**src/rtl/seq_bit_serializer_if.sv**
```systemverilog
// Parallel-word load handshake between the word source and seq_bit_serializer.
// A word transfers on a rising edge where load_valid && load_ready.
interface seq_bit_serializer_if #(
    parameter int WIDTH = 8
);
    logic             load_valid;
    logic [WIDTH-1:0] load_data;
    logic             load_ready;

    modport master (output load_valid, output load_data, input load_ready);
    modport slave  (input load_valid, input load_data, output load_ready);
endinterface

```
**src/rtl/seq_bit_serializer.sv**
```systemverilog
// Word-to-bit serializer feeding the "101" detector: one bit per clock on x, gapless across words.
// Define SER_SKID_EN to add a one-word holding register that accepts the next word mid-shift.
module seq_bit_serializer #(
    parameter int WIDTH     = 8,
    parameter bit MSB_FIRST = 1'b1
) (
    input  logic                 clk,
    input  logic                 rst,
    seq_bit_serializer_if.slave  ld,
    output logic                 x,
    output logic                 x_valid,
    output logic                 busy,
    output logic                 done
);
    localparam int CW = $clog2(WIDTH);
    localparam logic [CW-1:0] CNT_LAST = CW'(WIDTH - 1);

    typedef enum logic {IDLE = 1'b0, SHIFT = 1'b1} state_t;

    state_t           state;
    state_t           state_nxt;
    logic [WIDTH-1:0] sreg;
    logic [CW-1:0]    cnt;
    logic [CW-1:0]    cnt_inc;
    logic             last;
    logic             accept;
    logic             start;
    logic             advance;
    logic [WIDTH-1:0] start_word;

    // Bit k of a word in transmit order; shifting keeps the index width-agnostic.
    function automatic logic pick_bit(input logic [WIDTH-1:0] w, input logic [CW-1:0] k);
        logic [WIDTH-1:0] t;
        if (MSB_FIRST) begin
            t = w << k;
            return t[WIDTH-1];
        end
        t = w >> k;
        return t[0];
    endfunction

    assign last    = (state == SHIFT) && (cnt == CNT_LAST);
    assign cnt_inc = cnt + CW'(1);
    assign accept  = ld.load_valid && ld.load_ready;

`ifdef SER_SKID_EN
    logic             hold_full;
    logic [WIDTH-1:0] hold_word;
    logic             hold_load;
    logic             hold_take;

    assign ld.load_ready = rst && !hold_full;
    assign hold_load     = accept && (state == SHIFT) && !last;
    assign hold_take     = last && hold_full;

    always_ff @(posedge clk or negedge rst) begin
        if (!rst) begin
            hold_full <= 1'b0;
        end else if (hold_load) begin
            hold_full <= 1'b1;
        end else if (hold_take) begin
            hold_full <= 1'b0;
        end
    end

    always_ff @(posedge clk) begin
        if (hold_load) begin
            hold_word <= ld.load_data;
        end
    end
`else
    assign ld.load_ready = rst && ((state == IDLE) || last);
`endif

    always_comb begin
        state_nxt  = state;
        start      = 1'b0;
        advance    = 1'b0;
        start_word = ld.load_data;
        case (state)
            IDLE: begin
                if (accept) begin
                    start     = 1'b1;
                    state_nxt = SHIFT;
                end
            end
            SHIFT: begin
                if (!last) begin
                    advance = 1'b1;
`ifdef SER_SKID_EN
                end else if (hold_full) begin
                    start      = 1'b1;
                    start_word = hold_word;
`endif
                end else if (accept) begin
                    start = 1'b1;
                end else begin
                    state_nxt = IDLE;
                end
            end
        endcase
    end

    // A new word reloads the counter and presents its first bit on the very next cycle.
    always_ff @(posedge clk or negedge rst) begin
        if (!rst) begin
            state   <= IDLE;
            sreg    <= '0;
            cnt     <= '0;
            x       <= 1'b0;
            x_valid <= 1'b0;
            busy    <= 1'b0;
            done    <= 1'b0;
        end else begin
            state <= state_nxt;
            if (start) begin
                sreg    <= start_word;
                cnt     <= '0;
                x       <= pick_bit(start_word, '0);
                x_valid <= 1'b1;
                busy    <= 1'b1;
                done    <= 1'b0;
            end else if (advance) begin
                cnt  <= cnt_inc;
                x    <= pick_bit(sreg, cnt_inc);
                done <= (cnt_inc == CNT_LAST);
            end else begin
                cnt     <= '0;
                x       <= 1'b0;
                x_valid <= 1'b0;
                busy    <= 1'b0;
                done    <= 1'b0;
            end
        end
    end
endmodule

```
**src/flat_wrapper.sv**
```systemverilog
// flat-port wrapper written by rule: the top's interface ports become plain ports
module seq_bit_serializer_flat 
#(
    parameter int WIDTH     = 8,
    parameter bit MSB_FIRST = 1'b1
)
  (clk, rst, x, x_valid, busy, done, ld_load_valid, ld_load_data, ld_load_ready);
  seq_bit_serializer_if #(.WIDTH(WIDTH)) ld_i ();
  input  logic clk;
  input  logic rst;
  output logic x;
  output logic x_valid;
  output logic busy;
  output logic done;
  input wire logic [$bits(ld_i.load_valid)-1:0] ld_load_valid;
  input wire logic [$bits(ld_i.load_data)-1:0] ld_load_data;
  output wire logic [$bits(ld_i.load_ready)-1:0] ld_load_ready;
  assign ld_i.load_valid = ld_load_valid;
  assign ld_i.load_data = ld_load_data;
  assign ld_load_ready = ld_i.load_ready;
  seq_bit_serializer #(.WIDTH(WIDTH), .MSB_FIRST(MSB_FIRST)) u_core (.clk(clk), .rst(rst), .ld(ld_i), .x(x), .x_valid(x_valid), .busy(busy), .done(done));
endmodule
```
**config.mk**
```make
export PLATFORM = sky130hd
export DESIGN_NAME = seq_bit_serializer_flat
export DESIGN_NICKNAME = d
export VERILOG_FILES = /design/src/rtl/seq_bit_serializer_if.sv /design/src/rtl/seq_bit_serializer.sv /design/src/flat_wrapper.sv
export SDC_FILE = /design/constraint.sdc
export NUM_CORES = 1
export LEC_CHECK = 0
export BUFFER_PORTS_ARGS = -buffer_cell sky130_fd_sc_hd__buf_2
export CAP_MARGIN = 10
export CORE_UTILIZATION = 44
export DETAILED_ROUTE_END_ITERATION = 12
export GPL_ROUTABILITY_DRIVEN = 1
export MAX_ROUTING_LAYER = met4
export PLACE_DENSITY = 0.67
export SYNTH_ARGS = -nofsm -noshare
export SYNTH_HDL_FRONTEND = slang
export SYNTH_SLANG_ARGS = --single-unit
```
**constraint.sdc**
```tcl
create_clock -name clk -period 2.2 [get_ports clk]
set_input_delay 0.11 -clock clk [delete_from_list [all_inputs] [get_ports clk]]
set_output_delay 0.11 -clock clk [all_outputs]
set_load 0.005 [all_outputs]
```
==> run_results.csv, run 1 <==
group,metric,value,unit
run_status,status,"finished clean",
clock_network,cts_sinks,15,
critical_path,critical_path_class,"reg -> out",
critical_path,critical_path_required,2.09,ns
yosys,yosysUniqueCellTypes,20,
floorplan,die_h,41.2,um
sta,drv_slew,0,
layout,nFillCells,120,
drt,routedWlPerCell,12.0,um
sta,fin_tns_setup,0,ns
power_and_ir_drop,ir_worst_vdd,0.634,mV
sta,hold_ws,0.0493,ns
hold_path,worstHoldStart,"ld_load_data[4]",
drt,drtIter0Drc,1,
yosys,yosys_warnings,0,
layout,final_nets,79,
critical_path,cp_max_fo,6,
critical_path,startpoint_type,"flip-flop",
yosys,ys_ff_latch,15,
placed_design,place_congestion,0.713,
hold_path,whs_endpoint,"u_core.sreg[4]",
placed_design,pre_cts_ws,0.457,ns
drt,first_pass_iters,2,
clock_network,cts_tree,"yes",
layout,layout_common_cells,"15 x buf_2, 15 x dfrtp_1, 8 x mux2_2, 3 x ha_1, 3 x clkbuf_4",
sta,grt_setup_unrepaired,"false",
clock_network,cts_setup_buffers,0,
layout,drive_above_1_share,46.9,%
global_route,grt_use_total,16.6,%
job,cap_violations,0,
clock_network,path_clk_slew,0.08,ns
floorplan,io_pins,16,
hold_path,min_path_cells,2,
global_route,first_global_vias,384,
floorplan,die_w,41.2,um
critical_path,r2r_start,"u_core.cnt[0]",
power_and_ir_drop,cellLeakagePower,0.388,nW
critical_path,path_delay_family,"flip-flops",
yosys,netlist_instances,47,
placed_design,place_area,739,um2
hold_path,hp-class,"in -> reg",
sta,fin_worst_skew,0.00627,ns
power_and_ir_drop,power_density,1340,nW/um2
drt,ant_nets,0,
global_route,grt_max_degree,18,
power_and_ir_drop,p_int,0.726,mW
floorplan,initial_utilization,49.5,%
clock_network,cts_buffers,3,
critical_path,path_buf_inv,1,
drt,drc,0,
clock_network,h-tree-depth,1,
placed_design,place.port_buffers,15,
sta,max_freq,564,MHz
sta,fin_crit_sh,80.6,%
power_and_ir_drop,seq_power_share,46.5,%
clock_network,cts.repair.resized,0,
critical_path,critPathMaxStageDelay,0.46,ns
sta,setup_viol_count_final,0,
floorplan,dieArea,1700,um2
yosys,syn_nets,61,
layout,area_delta_synth_final,14.8,%
clock_network,hold_buffers,1,
layout,antennaDiodeCount,0,
critical_path,crit_top_cell,"ha_1",
yosys,synth.avg_cell_area,14.4,um2
sta,hold_viol,0,
critical_path,critPathArrivalTime,1.66,ns
floorplan,std_cell_rows,13,
power_and_ir_drop,p_switching,0.316,mW
power_and_ir_drop,combPwrFrac,38.8,%
clock_network,clk_latency,0.28,ns
layout,fin_area,776,um2
power_and_ir_drop,p_clk_share,14.7,%
critical_path,r2r_slack,0.46,ns
power_and_ir_drop,swShare,30.3,%
global_route,antenna_found_initial,0,
yosys,ys_seq_area_share,55.6,%
drt,wl,947,um
critical_path,path_cells,"ha_1 -> ha_1 -> nand2b_2 -> and2_1 -> buf_2",
floorplan,core_area,1370,um2
yosys,syn_area,676,um2
sta,setup_ws,0.426,ns
drt,via_per_inst,5.05,
sta,min_period,1.77,ns
critical_path,cpMaxStageDelayCell,"dfrtp_1",
critical_path,worstSetupEndpointType,"output port",
critical_path,regToRegEndpoint,"u_core.sreg[7]",
sta,worstMarginPinSlew,0.346,ns
drt,num_vias,399,
critical_path,rr_worst_depth,5,
global_route,grt-ovfl-total,0,
sta,timing.slew.headroom,77.0,%
clock_network,clk_path_buf_depth,2,
global_route,grt_pass1_wl,1620,um
clock_network,root_buffer,"clkbuf_4",
## kinds of logic (layout without fill, tap and decap cells)
group / count (synthesis) / after routing / share of synthesized area (%)
AO/OA/AOI/OAI: 3 / 3 / 3.52
adder cells (fa/ha/maj): 3 / 3 / 5.56
buffers and inverters: 4 / 21 / 5.00
flip-flops: 15 / 15 / 55.6
multiplexers: 11 / 11 / 19.6
AND/OR/NAND/NOR: 11 / 11 / 10.7
## sequential cells by signal (all words and copies together), names as in the netlist
name            flops
u_core.state        1
u_core.done         1
u_core.x_valid      1
u_core.sreg         8
u_core.cnt          3
u_core.x            1
## power by group through the flow
stage                     sequential, mW  clock (mW)  combinational [mW]
after floorplan                    0.463           0               0.361
after CTS                          0.486       0.161               0.410
after global routing               0.502       0.173               0.461
after global placement             0.491           0               0.395
final                              0.484       0.153               0.404
after detailed placement           0.493           0               0.407
## per-stage QoR
step	utilization, %	std cells	power, mW
finish	56.8	79	1.04
global route	56.8	79	1.14
CTS	56.8	79	1.06
detailed placement	54.1	74	0.901
global placement	54.1	74	0.887
floorplan	-	47	0.825
## metal layers
layer	GRT usage (%)	wire length (um)	part of all wire (%)
met5	-	0	0
met1	17.2	415	44
met3	8.15	68	7.2
met4	9.68	22	2.3
met2	25.4	441	47
## worst max path at each step
stage,from,endpoint,slack (ns),depth (start not counted)
final,u_core.cnt[0],ld_load_ready,0.43,5
after global routing,u_core.cnt[0],ld_load_ready,0.33,5
after CTS,u_core.cnt[0],ld_load_ready,0.40,5
after detailed placement,u_core.cnt[0],u_core.sreg[7],0.46,5
after global placement,u_core.cnt[0],u_core.state,0.48,5
after floorplan,u_core.cnt[0],u_core.state,0.57,6
## cell type report
| cell class | count | area, um2 | area share [%] |
|---|---|---|---|
| flip-flops and latches | 15 | 375 | 48.4 |
| inverters | 1 | 3.75 | 0.484 |
| clock buffers | 4 | 26.3 | 3.39 |
| repair buffers | 16 | 85.1 | 11.0 |
| well taps | 15 | 18.8 | 2.42 |
| multi-input cells | 28 | 267 | 34.4 |
## synth_stat cells
library cell / instances / area, um2
mux2i_1: 2 / 20.0
a32o_1: 1 / 10.0
a31oi_1: 1 / 6.26
nand3b_1: 1 / 7.51
nor2_1: 2 / 7.51
mux2_2: 8 / 90.1
a21o_1: 1 / 7.51
or2_2: 1 / 6.26
nand2b_2: 1 / 8.76
inv_1: 1 / 3.75
buf_4: 1 / 7.51
and3_4: 1 / 11.3
dfrtp_1: 15 / 375
or2_1: 1 / 6.26
nor2b_1: 1 / 6.26
and2_1: 2 / 12.5
mux4_2: 1 / 22.5
ha_1: 3 / 37.5
buf_6: 2 / 22.5
and3_1: 1 / 6.26
Note: power is estimated with default switching activity, not from simulation.
==> run 2, diff against run 1 <==
==> constraint.sdc (replaced) <==
create_clock -name clk -period 1.7 [get_ports clk]
set_input_delay 0.085 -clock clk [delete_from_list [all_inputs] [get_ports clk]]
set_output_delay 0.085 -clock clk [all_outputs]
set_load 0.005 [all_outputs]
==> run 2 against run 1 <==
Setup slack got worse by 0.37 ns. Die area unchanged. Final cell count increased by 5.1%. Clock-buffer cell count shrank 1. Largest cell class unchanged.
==> run_results.csv, run 2 (synthesized netlist as in run 1, its figures left out) <==
group,metric,value,unit
run_status,status,"finished clean",
layout,nFillCells,123,
layout,multi_input_area,289,um2
layout,area_delta_synth_final,23.3,%
sta,fin_crit_sh,96.5,%
sta,timing.slew.headroom,85.2,%
critical_path,cpMaxStageDelayCell,"dfrtp_1",
floorplan,die_w,41.2,um
sta,worstMarginPinSlew,0.222,ns
layout,final_nets,83,
global_route,grt.met1_usage,23.5,%
sta,max_freq,610,MHz
sta,setup_viol_count_final,0,
global_route,grt_use_total,18.1,%
clock_network,root_buffer,"clkbuf_4",
clock_network,cts_buffers,3,
layout,largest_register_ffs,8,
placed_design,pre_cts_ws,0.0888,ns
critical_path,path_cells,"buf_4 -> ha_4 -> mux4_2 -> or2_1 -> a32o_1",
sta,fin_worst_skew,0.00249,ns
drt,first_pass_iters,2,
layout,antennaDiodeCount,0,
sta,grt_setup_unrepaired,"false",
floorplan,core_area,1370,um2
layout,regMostFlops,"u_core.sreg",
drt,via_per_inst,5.13,
critical_path,critical_path_required,1.87,ns
global_route,grtUsageMet2,25.4,%
clock_network,cts_tree,"yes",
critical_path,critPathArrivalTime,1.81,ns
critical_path,crit_start,"u_core.cnt[1]",
global_route,gr-max-usage-layer,"met2",
global_route,antenna_found_initial,0,
floorplan,initial_utilization,49.5,%
global_route,met3_usage,4.89,%
drt,num_vias,426,
global_route,grt_pass1_wl,1810,um
critical_path,startpoint_type,"flip-flop",
critical_path,r2r_slack,0.06,ns
power_and_ir_drop,ir_worst_vdd,0.803,mV
floorplan,io_pins,16,
placed_design,place_congestion,0.745,
drt,ant_nets,0,
hold_path,worstHoldStart,"ld_load_data[0]",
critical_path,cp_max_fo,4,
drt,drtIter0Drc,4,
power_and_ir_drop,cellLeakagePower,0.408,nW
sta,drv_slew,0,
placed_design,place.port_buffers,15,
job,cap_violations,0,
floorplan,std_cell_rows,13,
critical_path,regToRegEndpoint,"u_core.x",
drt,drc,0,
layout,layout_common_cells,"15 x buf_2, 15 x dfrtp_1, 8 x mux2_2, 3 x clkbuf_4, 3 x buf_4",
drt,routedWlPerCell,13.3,um
clock_network,clk_path_buf_depth,2,
sta,setup_ws,0.0594,ns
critical_path,r2r_start,"u_core.cnt[1]",
clock_network,h-tree-depth,1,
global_route,grt_max_degree,17,
layout,reg_top3,"u_core.sreg (8), u_core.cnt (3)",
floorplan,dieArea,1700,um2
global_route,grt-ovfl-total,0,
clock_network,clk_latency,0.28,ns
sta,fin_tns_setup,0,ns
critical_path,critPathMaxStageDelay,0.40,ns
critical_path,critical_path_class,"reg -> reg",
critical_path,worstSetupEndpointType,"flip-flop",
layout,regArea,375,um2
critical_path,crit_end,"u_core.x",
sta,min_period,1.64,ns
floorplan,die_h,41.2,um
layout,drive_above_1_share,57.4,%
critical_path,rr_worst_depth,5,
clock_network,cts_sinks,15,
global_route,first_global_vias,391,
drt,wl,1100,um
hold_path,hp-class,"in -> reg",
power_and_ir_drop,power_density,1780,nW/um2
clock_network,path_clk_slew,0.09,ns
sta,hold_viol,0,
==> run 2: changes by cell type in the layout (fill, tap and decap cells not counted) <==
cell,before,now
buf_4,0,3
ha_1,3,0
ha_2,0,2
buf_6,0,1
clkbuf_1,1,0
clkinv_2,0,1
ha_4,0,1
inv_1,1,0
inv_2,0,1
nand2b_2,1,0
nand2b_4,0,1
==> run 2: power by group <==
group	internal, mW	switching, mW	leakage (nW)
sequential	0.527	0.0882	0.183
combinational	0.407	0.261	0.208
clock	0.0871	0.114	0.0177
==> run 2: critical path: cells and delay by family (launching register included) <==
kind | cells | cell delay [ns]
muxes | 1 | 0.27
and+or+nand+nor | 1 | 0.22
buffers and inverters | 1 | 0.14
DFF | 1 | 0.40
AOI/OAI and AO/OA | 1 | 0.23
adders and majority gates | 1 | 0.27
==> run 2: worst min-delay path by stage <==
| stage | endpoint | slack (ns) | cells after the start |
|---|---|---|---|
| floorplan | u_core.cnt[0] | -0.21 | 0 |
| global placement | u_core.x_valid | 0.06 | 2 |
| detailed placement | u_core.x_valid | 0.05 | 2 |
| CTS | u_core.sreg[5] | 0.03 | 2 |
| global route | u_core.sreg[0] | 0.01 | 2 |
| finish | u_core.sreg[0] | 0.03 | 2 |
==> run 2: layer usage <==
metal	wire length, um	up-vias	part of all wire, %
li1	-	208	-
met1	529	208	48
met2	536	10	49
met3	39	0	3.5
met4	0	0	0
met5	0	-	0
==> run 2: what timing repair did <==
action / CTS / global route
endpoints found under the setup margin: 1 / 2
hold endpoints to repair: 15 / 0
buffers inserted: 1 / 1
cloned: 0 / 0
hold buffers: 1 / 0
resized for setup: 2 / 4
pin swaps: 0 / 1
==> run 2: layout make-up <==
class	count	share of cell area, %
Inverter	1	0.450
Clock buffer	3	2.70
Timing Repair Buffer	20	14.3
Clock inverter	1	0.601
Multi-Input combinational cell	28	34.7
Tap cell	15	2.25
Sequential cell	15	45.0
==> run 2: metrics by stage <==
stage / util (%) / hold WS, ns / area, um2 / instances / power [mW]
floorplan: - / -0.211 / 676 / 47 / 1.07
global placement: 55.8 / 0.0611 / 762 / 77 / 1.19
detailed placement: 55.8 / 0.0511 / 762 / 77 / 1.22
CTS: 59.6 / 0.0264 / 815 / 83 / 1.45
global route: 61.0 / 0.0110 / 833 / 83 / 1.63
finish: 61.0 / 0.0322 / 833 / 83 / 1.48
==> run 3, diff against run 2 <==
--- a/config.mk
+++ b/config.mk
@@ -5,8 +5,8 @@
 export SDC_FILE = /design/constraint.sdc
 export NUM_CORES = 1
 export LEC_CHECK = 0
-export BUFFER_PORTS_ARGS = -buffer_cell sky130_fd_sc_hd__buf_2
-export CAP_MARGIN = 10
+export BUFFER_PORTS_ARGS = -buffer_cell sky130_fd_sc_hd__buf_4
+export CAP_MARGIN = 20
 export CORE_UTILIZATION = 44
 export DETAILED_ROUTE_END_ITERATION = 12
 export GPL_ROUTABILITY_DRIVEN = 1
==> run 3 against run 2 <==
Critical path depth did not move. Via count shrank 1.2%. First-iteration DRC count down 25%. Die area unchanged. Clock-buffer cell count is 1 higher. Setup slack better by 0.013 ns. Final area rose by 3.5%. Clock power increased by 2%. Largest cell class unchanged. Highest routed layer is now met4.
==> run_results.csv, run 3 (synthesized netlist as in run 1, its figures left out) <==
group,metric,value,unit
critical_path,path_delay_family,"flip-flops",
global_route,antenna_found_initial,0,
sta,fin_crit_sh,95.7,%
hold_path,whs_endpoint,"u_core.sreg[2]",
layout,area_delta_synth_final,27.6,%
critical_path,regToRegEndpoint,"u_core.sreg[7]",
clock_network,cts_sinks,15,
drt,via_per_inst,5.13,
hold_path,min_path_cells,2,
global_route,grt-ovfl-total,0,
placed_design,place.port_buffers,15,
clock_network,path_clk_slew,0.09,ns
drt,wl,1150,um
clock_network,cts_buffers,3,
critical_path,r2r_start,"u_core.cnt[1]",
hold_path,worstHoldStart,"ld_load_data[2]",
sta,max_freq,615,MHz
clock_network,h-tree-depth,1,
job,cap_violations,0,
layout,final_nets,82,
critical_path,critical_path_class,"reg -> reg",
sta,setup_viol_count_final,0,
sta,drv_slew,0,
power_and_ir_drop,cellLeakagePower,0.411,nW
drt,drtIter0Drc,3,
drt,ant_nets,0,
power_and_ir_drop,combPwrFrac,44.8,%
critical_path,critPathMaxStageDelay,0.41,ns
power_and_ir_drop,p_switching,0.461,mW
sta,min_period,1.63,ns
critical_path,startpoint_type,"flip-flop",
critical_path,worstSetupEndpointType,"flip-flop",
floorplan,dieArea,1700,um2
critical_path,path_cells,"ha_2 -> ha_2 -> nand2b_4 -> and3_4 -> mux2_2",
critical_path,cp_max_fo,6,
hold_path,hp-class,"in -> reg",
layout,drive_above_1_share,55.2,%
floorplan,std_cell_rows,13,
power_and_ir_drop,p_clk_share,13.6,%
placed_design,place_congestion,0.705,
drt,drc,0,
clock_network,cts_tree,"yes",
floorplan,io_pins,16,
placed_design,place_area,792,um2
drt,first_pass_iters,4,
floorplan,die_h,41.2,um
drt,routedWlPerCell,14.0,um
run_status,status,"finished clean",
critical_path,path_buf_inv,0,
layout,fin_area,862,um2
layout,reg_top3,"u_core.sreg (8), u_core.cnt (3)",
floorplan,die_w,41.2,um
power_and_ir_drop,seq_power_share,41.6,%
floorplan,core_area,1370,um2
power_and_ir_drop,p_int,1.04,mW
power_and_ir_drop,power_density,1750,nW/um2
layout,antennaDiodeCount,0,
critical_path,crit_top_cell,"ha_2",
power_and_ir_drop,power,1.51,mW
sta,hold_viol,0,
sta,fin_worst_skew,0.00273,ns
sta,hold_ws,0.0265,ns
global_route,grt_pass1_wl,1740,um
sta,worstMarginPinSlew,0.230,ns
placed_design,dpl.hpwl,787,um
power_and_ir_drop,ir_worst_vdd,0.843,mV
sta,timing.slew.headroom,84.6,%
global_route,grt_use_total,17.4,%
global_route,grt_max_degree,18,
layout,largest_register_ffs,8,
critical_path,rr_worst_depth,5,
critical_path,cpMaxStageDelayCell,"dfrtp_1",
power_and_ir_drop,swShare,30.6,%
global_route,first_global_vias,408,
layout,regMostFlops,"u_core.sreg",
layout,layout_common_cells,"16 x buf_4, 15 x dfrtp_1, 8 x mux2_2, 3 x clkbuf_4",
clock_network,clk_latency,0.28,ns
critical_path,critPathArrivalTime,1.80,ns
layout,layout_commonest_cell,"buf_4",
clock_network,clk_path_buf_depth,2,
floorplan,initial_utilization,49.5,%
drt,num_vias,421,
critical_path,critical_path_required,1.87,ns
clock_network,root_buffer,"clkbuf_4",
critical_path,r2r_slack,0.07,ns
[run 3: cell count changes in the layout (fill, tap and decap cells not counted), sizes merged]
| cell | previous run | this run |
|---|---|---|
| clkbuf | 3 | 4 |
| buf | 19 | 17 |
| clkinv | 1 | 0 |
| and3 | 2 | 3 |
[run 3: routing by layer]
metal	track usage, %	wire length (um)	up-vias
met2	27.0	553	14
met3	3.26	49	2
li1	-	-	207
met1	20.2	521	198
met5	-	0	-
met4	12.1	21	0
[run 3: worst reg2reg max path, stage by stage (launching register included)]
cell	delay, ns
dfrtp_1	0.41
ha_2	0.19
ha_2	0.18
nand2b_4	0.15
and3_4	0.24
mux2_2	0.35
[run 3: worst max-delay path by stage]
stage | start | to | slack, ns | cells after the start
detailed placement | u_core.cnt[0] | u_core.sreg[7] | 0.11 | 5
CTS | u_core.cnt[0] | u_core.x | 0.04 | 6
finish | u_core.cnt[1] | u_core.sreg[7] | 0.07 | 5
global route | u_core.cnt[1] | u_core.sreg[4] | -0.007 | 5
global placement | u_core.cnt[0] | u_core.x | 0.14 | 5
floorplan | u_core.cnt[0] | u_core.state | 0.07 | 6
[run 3: power groups by stage]
| stage | Clock, mW | Combinational [mW] | Sequential, mW |
|---|---|---|---|
| 6_report | 0.205 | 0.674 | 0.627 |
| 5_1_grt | 0.222 | 0.757 | 0.651 |
| 4_1_cts | 0.209 | 0.625 | 0.617 |
| 3_5_place_dp | 0 | 0.616 | 0.626 |
| 3_3_place_gp | 0 | 0.604 | 0.620 |
| 2_1_floorplan | 0 | 0.468 | 0.600 |
[run 3: final cells by class]
type | instances | area, um2
well taps | 15 | 18.8
inverters | 1 | 3.75
flip-flops and latches | 15 | 375
multi-input cells | 29 | 297
fillers | 123 | 504
clock buffers | 4 | 26.3
repair buffers | 18 | 141
[run 3: stage by stage]
stage	TNS, ns	setup WS (ns)	cells	util, %
after floorplan	0	0.0655	47	-
after global placement	0	0.136	76	58.0
after detailed placement	0	0.106	76	58.0
after CTS	0	0.0410	81	61.0
after global routing	-0.0127	-0.00682	82	63.1
final	0	0.0727	82	63.1
[run 3: timing repair]
action | CTS | global route
endpoints found under the setup margin | 1 | 10
cloned | 0 | 1
hold endpoints to repair | 15 | 0
pin swaps | 1 | 1
buffers inserted | 1 | 0
resized for setup | 2 | 4
hold buffers | 1 | 0
